## config.mk

```make
export PLATFORM = sky130hd
export DESIGN_NAME = mx_int8_block_dequant
export DESIGN_NICKNAME = d
export VERILOG_FILES = /design/src/rtl/mx_int8_block_dequant.sv
export SDC_FILE = /design/constraint.sdc
export NUM_CORES = 1
export LEC_CHECK = 0
export ABC_AREA = 1
export CORE_MARGIN = 1.5
export CORE_UTILIZATION = 36
export DETAILED_ROUTE_END_ITERATION = 12
export PLACE_DENSITY = 0.67
export SETUP_SLACK_MARGIN = 0.2
export SYNTH_ARGS = -nofsm -noshare
export SYNTH_HDL_FRONTEND = slang
export SYNTH_SLANG_ARGS = --single-unit
export TNS_END_PERCENT = 20
```

## constraint.sdc

```tcl
create_clock -name clk -period 12.7 [get_ports clk]
set_input_delay 1.905 -clock clk [delete_from_list [all_inputs] [get_ports clk]]
set_output_delay 1.905 -clock clk [all_outputs]
set_load 0.02 [all_outputs]
```

## src/rtl/mx_int8_block_dequant.sv

```systemverilog
// MXINT8 block decoder: latches one E8M0 scale plus BLOCK_SIZE INT8
// elements and streams them out as float32 beats over valid/ready.
module mx_int8_block_dequant #(
  parameter int BLOCK_SIZE    = 32,
  parameter int SCALE_WIDTH   = 8,
  parameter int ELEM_WIDTH    = 8,
  parameter int FLOAT32_WIDTH = 32
) (
  input  logic                             clk,
  input  logic                             rst,
  input  logic                             i_blk_valid,
  output logic                             o_blk_ready,
  input  logic [SCALE_WIDTH-1:0]           i_scale,
  input  logic [BLOCK_SIZE*ELEM_WIDTH-1:0] i_elements,
  output logic                             o_valid,
  input  logic                             i_ready,
  output logic [FLOAT32_WIDTH-1:0]         o_float32,
  output logic [$clog2(BLOCK_SIZE)-1:0]    o_index,
  output logic                             o_last,
  output logic                             o_overflow
);

  localparam int IW = $clog2(BLOCK_SIZE);
  localparam logic [IW-1:0] LAST = IW'(BLOCK_SIZE - 1);

  typedef enum logic {IDLE, STREAM} state_t;

  state_t state_q, state_d;

  logic [SCALE_WIDTH-1:0] scale_q;
  logic [ELEM_WIDTH-1:0]  elem_q [BLOCK_SIZE];

  logic                   accept;
  logic                   xfer;
  logic [IW-1:0]          nidx;
  logic [SCALE_WIDTH-1:0] src_s;
  logic [ELEM_WIDTH-1:0]  src_e;
  logic [32:0]            cv;

  // Result bit 32 is the overflow flag, bits 31:0 the float32 pattern.
  function automatic logic [32:0] to_f32(
    input logic [7:0] s,
    input logic [7:0] e
  );
    logic              sgn;
    logic [7:0]        mag;
    logic [7:0]        norm;
    logic [2:0]        p;
    logic signed [9:0] ex;
    logic [32:0]       r;
    sgn = e[7];
    mag = sgn ? 8'(-e) : e;
    p = '0;
    for (int i = 0; i < 8; i++)
      if (mag[i]) p = 3'(i);
    norm = mag << (3'd7 - p);
    ex = $signed({2'b00, s})
       + $signed({7'b0, p})
       - 10'sd6;
    if (s == 8'hFF)
      r = {1'b0, 32'h7FC0_0000};
    else if (e == 8'h00)
      r = '0;
    else if (ex >= 10'sd255)
      r = {1'b1, sgn, 8'hFF, 23'b0};
    else if (ex <= 10'sd0)
      r = {1'b0, sgn, 31'b0};
    else
      r = {1'b0, sgn, ex[7:0],
           norm[6:0], 16'b0};
    return r;
  endfunction

  always_ff @(posedge clk or posedge rst) begin
    if (rst) state_q <= IDLE;
    else     state_q <= state_d;
  end

  always_comb begin
    state_d = state_q;
    unique case (state_q)
      IDLE:
        if (i_blk_valid) state_d = STREAM;
      STREAM:
        if (i_ready && o_last) state_d = IDLE;
      default: state_d = IDLE;
    endcase
  end

  always_comb begin
    o_blk_ready = (state_q == IDLE);
    o_valid     = (state_q == STREAM);
  end

  assign accept = i_blk_valid & o_blk_ready;
  assign xfer   = o_valid & i_ready;

  // First beat decodes straight from the inputs so it appears at N+1.
  always_comb begin
    nidx  = accept ? '0 : o_index + 1'b1;
    src_s = accept ? i_scale : scale_q;
    src_e = accept ? i_elements[ELEM_WIDTH-1:0]
                   : elem_q[nidx];
    cv    = to_f32(src_s, src_e);
  end

  always_ff @(posedge clk or posedge rst) begin
    if (rst) begin
      scale_q    <= '0;
      o_float32  <= '0;
      o_index    <= '0;
      o_last     <= 1'b0;
      o_overflow <= 1'b0;
      for (int k = 0; k < BLOCK_SIZE; k++)
        elem_q[k] <= '0;
    end else if (accept) begin
      scale_q    <= i_scale;
      o_float32  <= cv[31:0];
      o_overflow <= cv[32];
      o_index    <= '0;
      o_last     <= 1'b0;
      for (int k = 0; k < BLOCK_SIZE; k++)
        elem_q[k] <=
          i_elements[k*ELEM_WIDTH +: ELEM_WIDTH];
    end else if (xfer && !o_last) begin
      o_float32  <= cv[31:0];
      o_overflow <= cv[32];
      o_index    <= nidx;
      o_last     <= (nidx == LAST);
    end
  end

endmodule

```

# After elaboration in Yosys (flattened, before gate mapping)
# Cells that the tools add are included.
dict set report word_totals {
  ff_bits 304
  out_inout_bits 41
  elab_cells 87
}
dict set report op_classes {
  add_sub_neg 5
  order_cmp 3
  eq_ne 2
  shift 1
  n_mux 29
  bitwise_logic 4
  reduce_logical 5
}
# op count
set op_table {}
lappend op_table {{two-way mux 33 bit} 3}
lappend op_table {{two-way mux 32 bit} 2}
lappend op_table {{binary-select mux 8 bit (select 5 bit)} 1}
lappend op_table {{two-way mux 8 bit} 5}
lappend op_table {{two-way mux 31 bit} 1}
lappend op_table {{two-way mux 3 bit} 5}
lappend op_table {{two-way mux 5 bit} 3}
lappend op_table {{greater-or-equal comparator 10 x 9 -> 1 bit (second input constant)} 1}
lappend op_table {{<= comparator 10 x 1 -> 1 bit (second input constant)} 1}
lappend op_table {{subtractor 9 x 3 -> 10 bit (second input constant)} 1}
lappend op_table {{adder 8 x 3 -> 9 bit} 1}
lappend op_table {{equality test 8 bit (second input constant)} 1}
lappend op_table {{zero test 8 bit} 1}
lappend op_table {{negation 8 bit} 1}
lappend op_table {{<< shifter 8 x 3 -> 7 bit} 1}
lappend op_table {{two-way mux 1 bit} 7}
lappend op_table {{greater-or-equal comparator 6 bit (second input constant)} 1}
lappend op_table {{inverter 5 -> 6 bit} 1}
lappend op_table {{adder 5 x 1 -> 5 bit (second input constant)} 1}
lappend op_table {{equality test 5 bit (second input constant)} 1}
lappend op_table {{subtractor 3 bit (first input constant)} 1}
lappend op_table {{AND 1 bit} 2}
lappend op_table {{logical AND 1 bit} 2}
lappend op_table {{two-way mux 2 bit} 1}
lappend op_table {{other kinds (4)} 4}

# Depth between registers and ports, before layout
dict set report logic_depth {
  word_depth 26
  ltp_mapped 45
  ltp_nobuf 44
}

# Worst setup path after synthesis
# OpenSTA, ideal clock, no wires.
dict set report synth_timing {
  path_kind {input-to-reg}
  startpoint {in i_blk_valid}
  endpoint {reg o_float32[18]}
  setup_time_ps 64
  arrival_ps 6400
  t_required_ps 12636
  slack_ps 6236
  cell_stages 39
  path_cell_list {nand2_8 -> nand3_2 -> buf_2 -> buf_4 -> nor2_1 -> nand3_1 -> nand3_1 -> nand3_1 -> nand3_1 -> nand2_1 -> inv_2 -> ha_1 -> inv_1 -> nor2_1 -> nand2_1 -> nand2_2 -> xor2_2 -> nand3_1 -> [3 not listed] -> inv_1 -> ha_1 -> fa_1 -> a21oi_1 -> o21bai_1 -> a21oi_1 -> inv_1 -> a21oi_1 -> xor2_1 -> nor4_1 -> nand3_1 -> nand2_1 -> nor2_4 -> nand2_1 -> nor2_1 -> nand2_1 -> a21oi_1 -> a21o_1}
}
dict set report synth_via {
  elab_chain_len 25
  elab_cells_between_ends 32
  cone_classes {add/sub: 4; order compare: 2; eq/ne: 1; shift: 1; mux: 20; bitwise: 2; reduce/logical: 2}
}
# item line
set synth_lines {}
lappend synth_lines {{start: declaration} 11} ;# input logic i_blk_valid,
lappend synth_lines {{AND 1 bit (*)} 95} ;# assign accept = i_blk_valid & o_blk_ready;
lappend synth_lines {{two-way mux 5 bit} 100} ;# nidx = accept ? '0 : o_index + 1'b1;
lappend synth_lines {{inverter 5 -> 6 bit (implied by the code)} 103} ;# : elem_q[nidx];
lappend synth_lines {{binary-select mux 8 bit (select 5 bit)} 103}
lappend synth_lines {{two-way mux 8 bit (implied by the code) (2 in series)} 103}
lappend synth_lines {{two-way mux 8 bit} 102} ;# src_e = accept ? i_elements[ELEM_WIDTH-1:0]
lappend synth_lines {{negation 8 bit} 52} ;# mag = sgn ? 8'(-e) : e;
lappend synth_lines {{two-way mux 8 bit} 52}
lappend synth_lines {{[8 not listed]} n/a}
lappend synth_lines {{subtractor 9 x 3 -> 10 bit} 59} ;# - 10'sd6;
lappend synth_lines {{<= comparator 10 x 1 -> 1 bit} 66} ;# else if (ex <= 10'sd0)
lappend synth_lines {{two-way mux 31 bit} 66}
lappend synth_lines {{two-way mux 33 bit} 64} ;# else if (ex >= 10'sd255)
lappend synth_lines {{two-way mux 33 bit} 62} ;# else if (e == 8'h00)
lappend synth_lines {{two-way mux 33 bit} 60} ;# if (s == 8'hFF)
lappend synth_lines {{two-way mux 32 bit} 125} ;# end else if (xfer && !o_last) begin
lappend synth_lines {{two-way mux 32 bit} 116} ;# end else if (accept) begin
lappend synth_lines {{end signal: assignment} 118} ;# o_float32 <= cv[31:0];
lappend synth_lines {{end signal: assignment} 126} ;# o_float32 <= cv[31:0];
lappend synth_lines {{end: declaration} 17} ;# output logic [FLOAT32_WIDTH-1:0] o_float32,
# Every way passes the cells marked *; elsewhere a longest branch is shown, timed or not. The select of a mux whose other input is x is not followed.
# A chain may end at the register's enable or synchronous reset.

# Worst setup path after layout
# Ends and elaborated chain as after synthesis.

==> out/results.txt <==
clk_lat worst skew = 0.51 ns
starting density of the core = 36.7%
initial antenna violation count = 1
clock skew = 0.00923 ns
vias in the first global route = 13624
Setup crit start kind = primary input
clock root cell = clkbuf_16
leak pwr = 9.01 nW
DIE WIDTH = 205 um
DRT iter0 DRCs = 1096
Worst Path Arrival = 9.61 ns
synth warn = 0
Worst EP required = 13.15 ns
largest net degree at the start of global routing = 203
Worst Hold Margin = 0.472 ns
die area = 42000 um^2
Final WS setup = 3.53 ns
post-synthesis area per instance = 7.54 um^2
CTS tree = yes
RSZ-0062 raised after global routing = no
total negative slack = 0 ns
status = finished, final reports clean
total power = 5.82 mW
nets = 2451
Via density = 5.01
area added between synthesis and finish = 28.8%
area fraction of the dominant cell type after synthesis = 49.1%
IR drop worst, VDD = 0.000186 V
CTS Hold Bufs = 0
clk buf depth = 3
Post-CTS Setup Repair Bufs = 0
DP Worst Slack = 3.08 ns
endpoints failing setup = 0
first-pass GRT wire length = 74900 um
Core Area = 40000 um^2
cells after synthesis = 1945
crit path max fanout = 103
commonest non-fill, non-tap cell in the layout = nand2_1
dpl hpwl = 33300 um
most frequent cells in the layout = nand2_1 (731), clkdlybuf4s50_1 (292), dfrtp_1 (287), nand3_1 (237), inv_1 (180)
Seq/Total Area, Yosys = 49.1%
Power per Cell Area = 308 nW/um^2
Sink Count = 288
largest area contributor in the netlist = dfrtp_1
Pre-Repair DR Iteration Count = 5
cell mode on critical path = nand3_1
Synth Register Bits = 288
Fmax achieved = 0.109 GHz
Worst path max stage delay = 0.99 ns
number of nets still failing antenna checks after routing = 0
slowest CP cell = nand3_2
Worst Max-Slew Pin Slew = 1.09 ns
H-tree Lvls = 2
I/O pins = 309
drt wl/cell = 17.7 um
routability cong. = 0.854
Hold Path Class = reg -> reg
Final Hold Viols = 0
PortBufs = 292
Synth area leaders = dfrtp_1 (49%), nand2_1 (19%), nand3_1 (8.1%)
DRT Wirelength = 48200 um
mapped cell area = 14700 um^2
Core Rows = 73
Total Routing Usage GR = 22.8%
Worst setup EP type = flip-flop
Congestion Overflow GR = 0
CTS Buf Count = 35
max-cap violations = 0
Post-route DRC = 0
post_cts resized = 0
Critical Setup Path Class = in -> reg
via count = 13613
Slew Limit Fails = 0
period utilization = 72.2%
Slew HR = 27.2%
distinct cell type count after synthesis = 40
ratio of cells with drive above 1 in the final layout = 4.79%
Min Clock Period, post-route = 9.17 ns
Die Y-Extent = 205 um
Layout Utilization = 47.2%
CTS clk-pin slew, worst paths = 0.06 ns
[through the flow]
stage,instance area [um^2],cells
2_1_floorplan,14700,1960
3_3_place_gp,17700,2655
3_5_place_dp,17700,2655
4_1_cts,18900,2717
5_1_grt,18900,2718
6_report,18900,2718
[routing by layer]
metal / up-vias / share of wire [%] / global-route usage (%)
li1: 6578 / - / -
met4: 0 / 3.9 / 9.59
met3: 85 / 6.7 / 3.58
met5: - / 0 / 0
met1: 6432 / 44 / 31.4
met2: 518 / 45 / 35.8
[flip-flops by register name, summed over array words and instances (netlist names)]
signal,count
elem_q,256
o_float32,16
scale_q,8
o_index,5
o_last,1
o_overflow,1
o_valid,1
[power by group]
part | internal, mW | leakage (nW) | total (mW) | switching, mW
sequential | 1.34 | 3.56 | 1.53 | 0.186
combinational | 1.09 | 4.89 | 3.28 | 2.19
clock | 0.618 | 0.566 | 1.01 | 0.394
[cells by family after synthesis]
logic type / synth area share, %
buf+inv: 9.59
simple gates: 30.1
flops: 49.1
xor+xnor: 0.469
compound gates: 9.29
fa+ha+maj: 1.42
other cells: 0.0256
[Yosys cell counts]
library cell and count:
o21ai_0 170, o211ai_1 20, nor3_2 1, buf_2 30, nand4_1 11, nand2_4 2, nand3_2 2, or2_2 7
nand3_1 237, inv_2 10, nand2_2 5, clkinv_1 2, nand3b_1 7, clkbuf_1 63, o21ai_1 14, buf_4 29
nor3_1 1, nand2_1 731, dfrtp_1 288, inv_1 181, o211ai_2 1, a21oi_2 1, buf_6 5, a21o_1 1
ha_1 15, nor2_2 4, nand2_8 1, a21oi_1 41, o21bai_1 3, o21ai_2 2, xor2_1 6, nor2_1 40
fa_1 1, nor4_1 2, xor2_2 1, a22o_1 2, conb_1 1, inv_4 1, nor2_4 2, buf_1 4
[worst paths after layout]
| kind | from | endpoint | slack [ns] | cells past startpoint |
|---|---|---|---|---|
| setup / recovery | i_blk_valid | o_float32[18]$_DFFE_PP0P_ | 3.53 | 38 |
| max in group asynchronous | rst | elem_q[41]$_DFFE_PP0P_ | 9.03 | 3 |
| min in group asynchronous | rst | elem_q[127]$_DFFE_PP0P_ | 1.98 | 2 |
| setup reg to reg | o_index[0]$_DFFE_PP0P_ | o_float32[18]$_DFFE_PP0P_ | 4.76 | 39 |
| hold reg to reg | elem_q[6]$_DFFE_PP0P_ | elem_q[6]$_DFFE_PP0P_ | 0.47 | 2 |
| hold / removal | elem_q[6]$_DFFE_PP0P_ | elem_q[6]$_DFFE_PP0P_ | 0.47 | 2 |
[worst max-delay path: cells and delay by family]
| family | cells | cell delay, ns |
|---|---|---|
| adders and majority gates | 4 | 1.06 |
| buffers and inverters | 7 | 1.69 |
| and+or+nand+nor | 19 | 3.51 |
| AOI/OAI and AO/OA | 6 | 0.80 |
| xor gates and xnor gates | 2 | 0.51 |
[final cells by class]
class,count,area (um^2)
fillers,4034,21100
diodes,1,2.50
clock buffers,50,1010
well taps,525,657
clock inverters,12,144
flip-flops and latches,288,7210
multi-input cells,1347,6130
repair buffers,301,3000
inverters,194,738
Power figures use the tool's default switching activity.
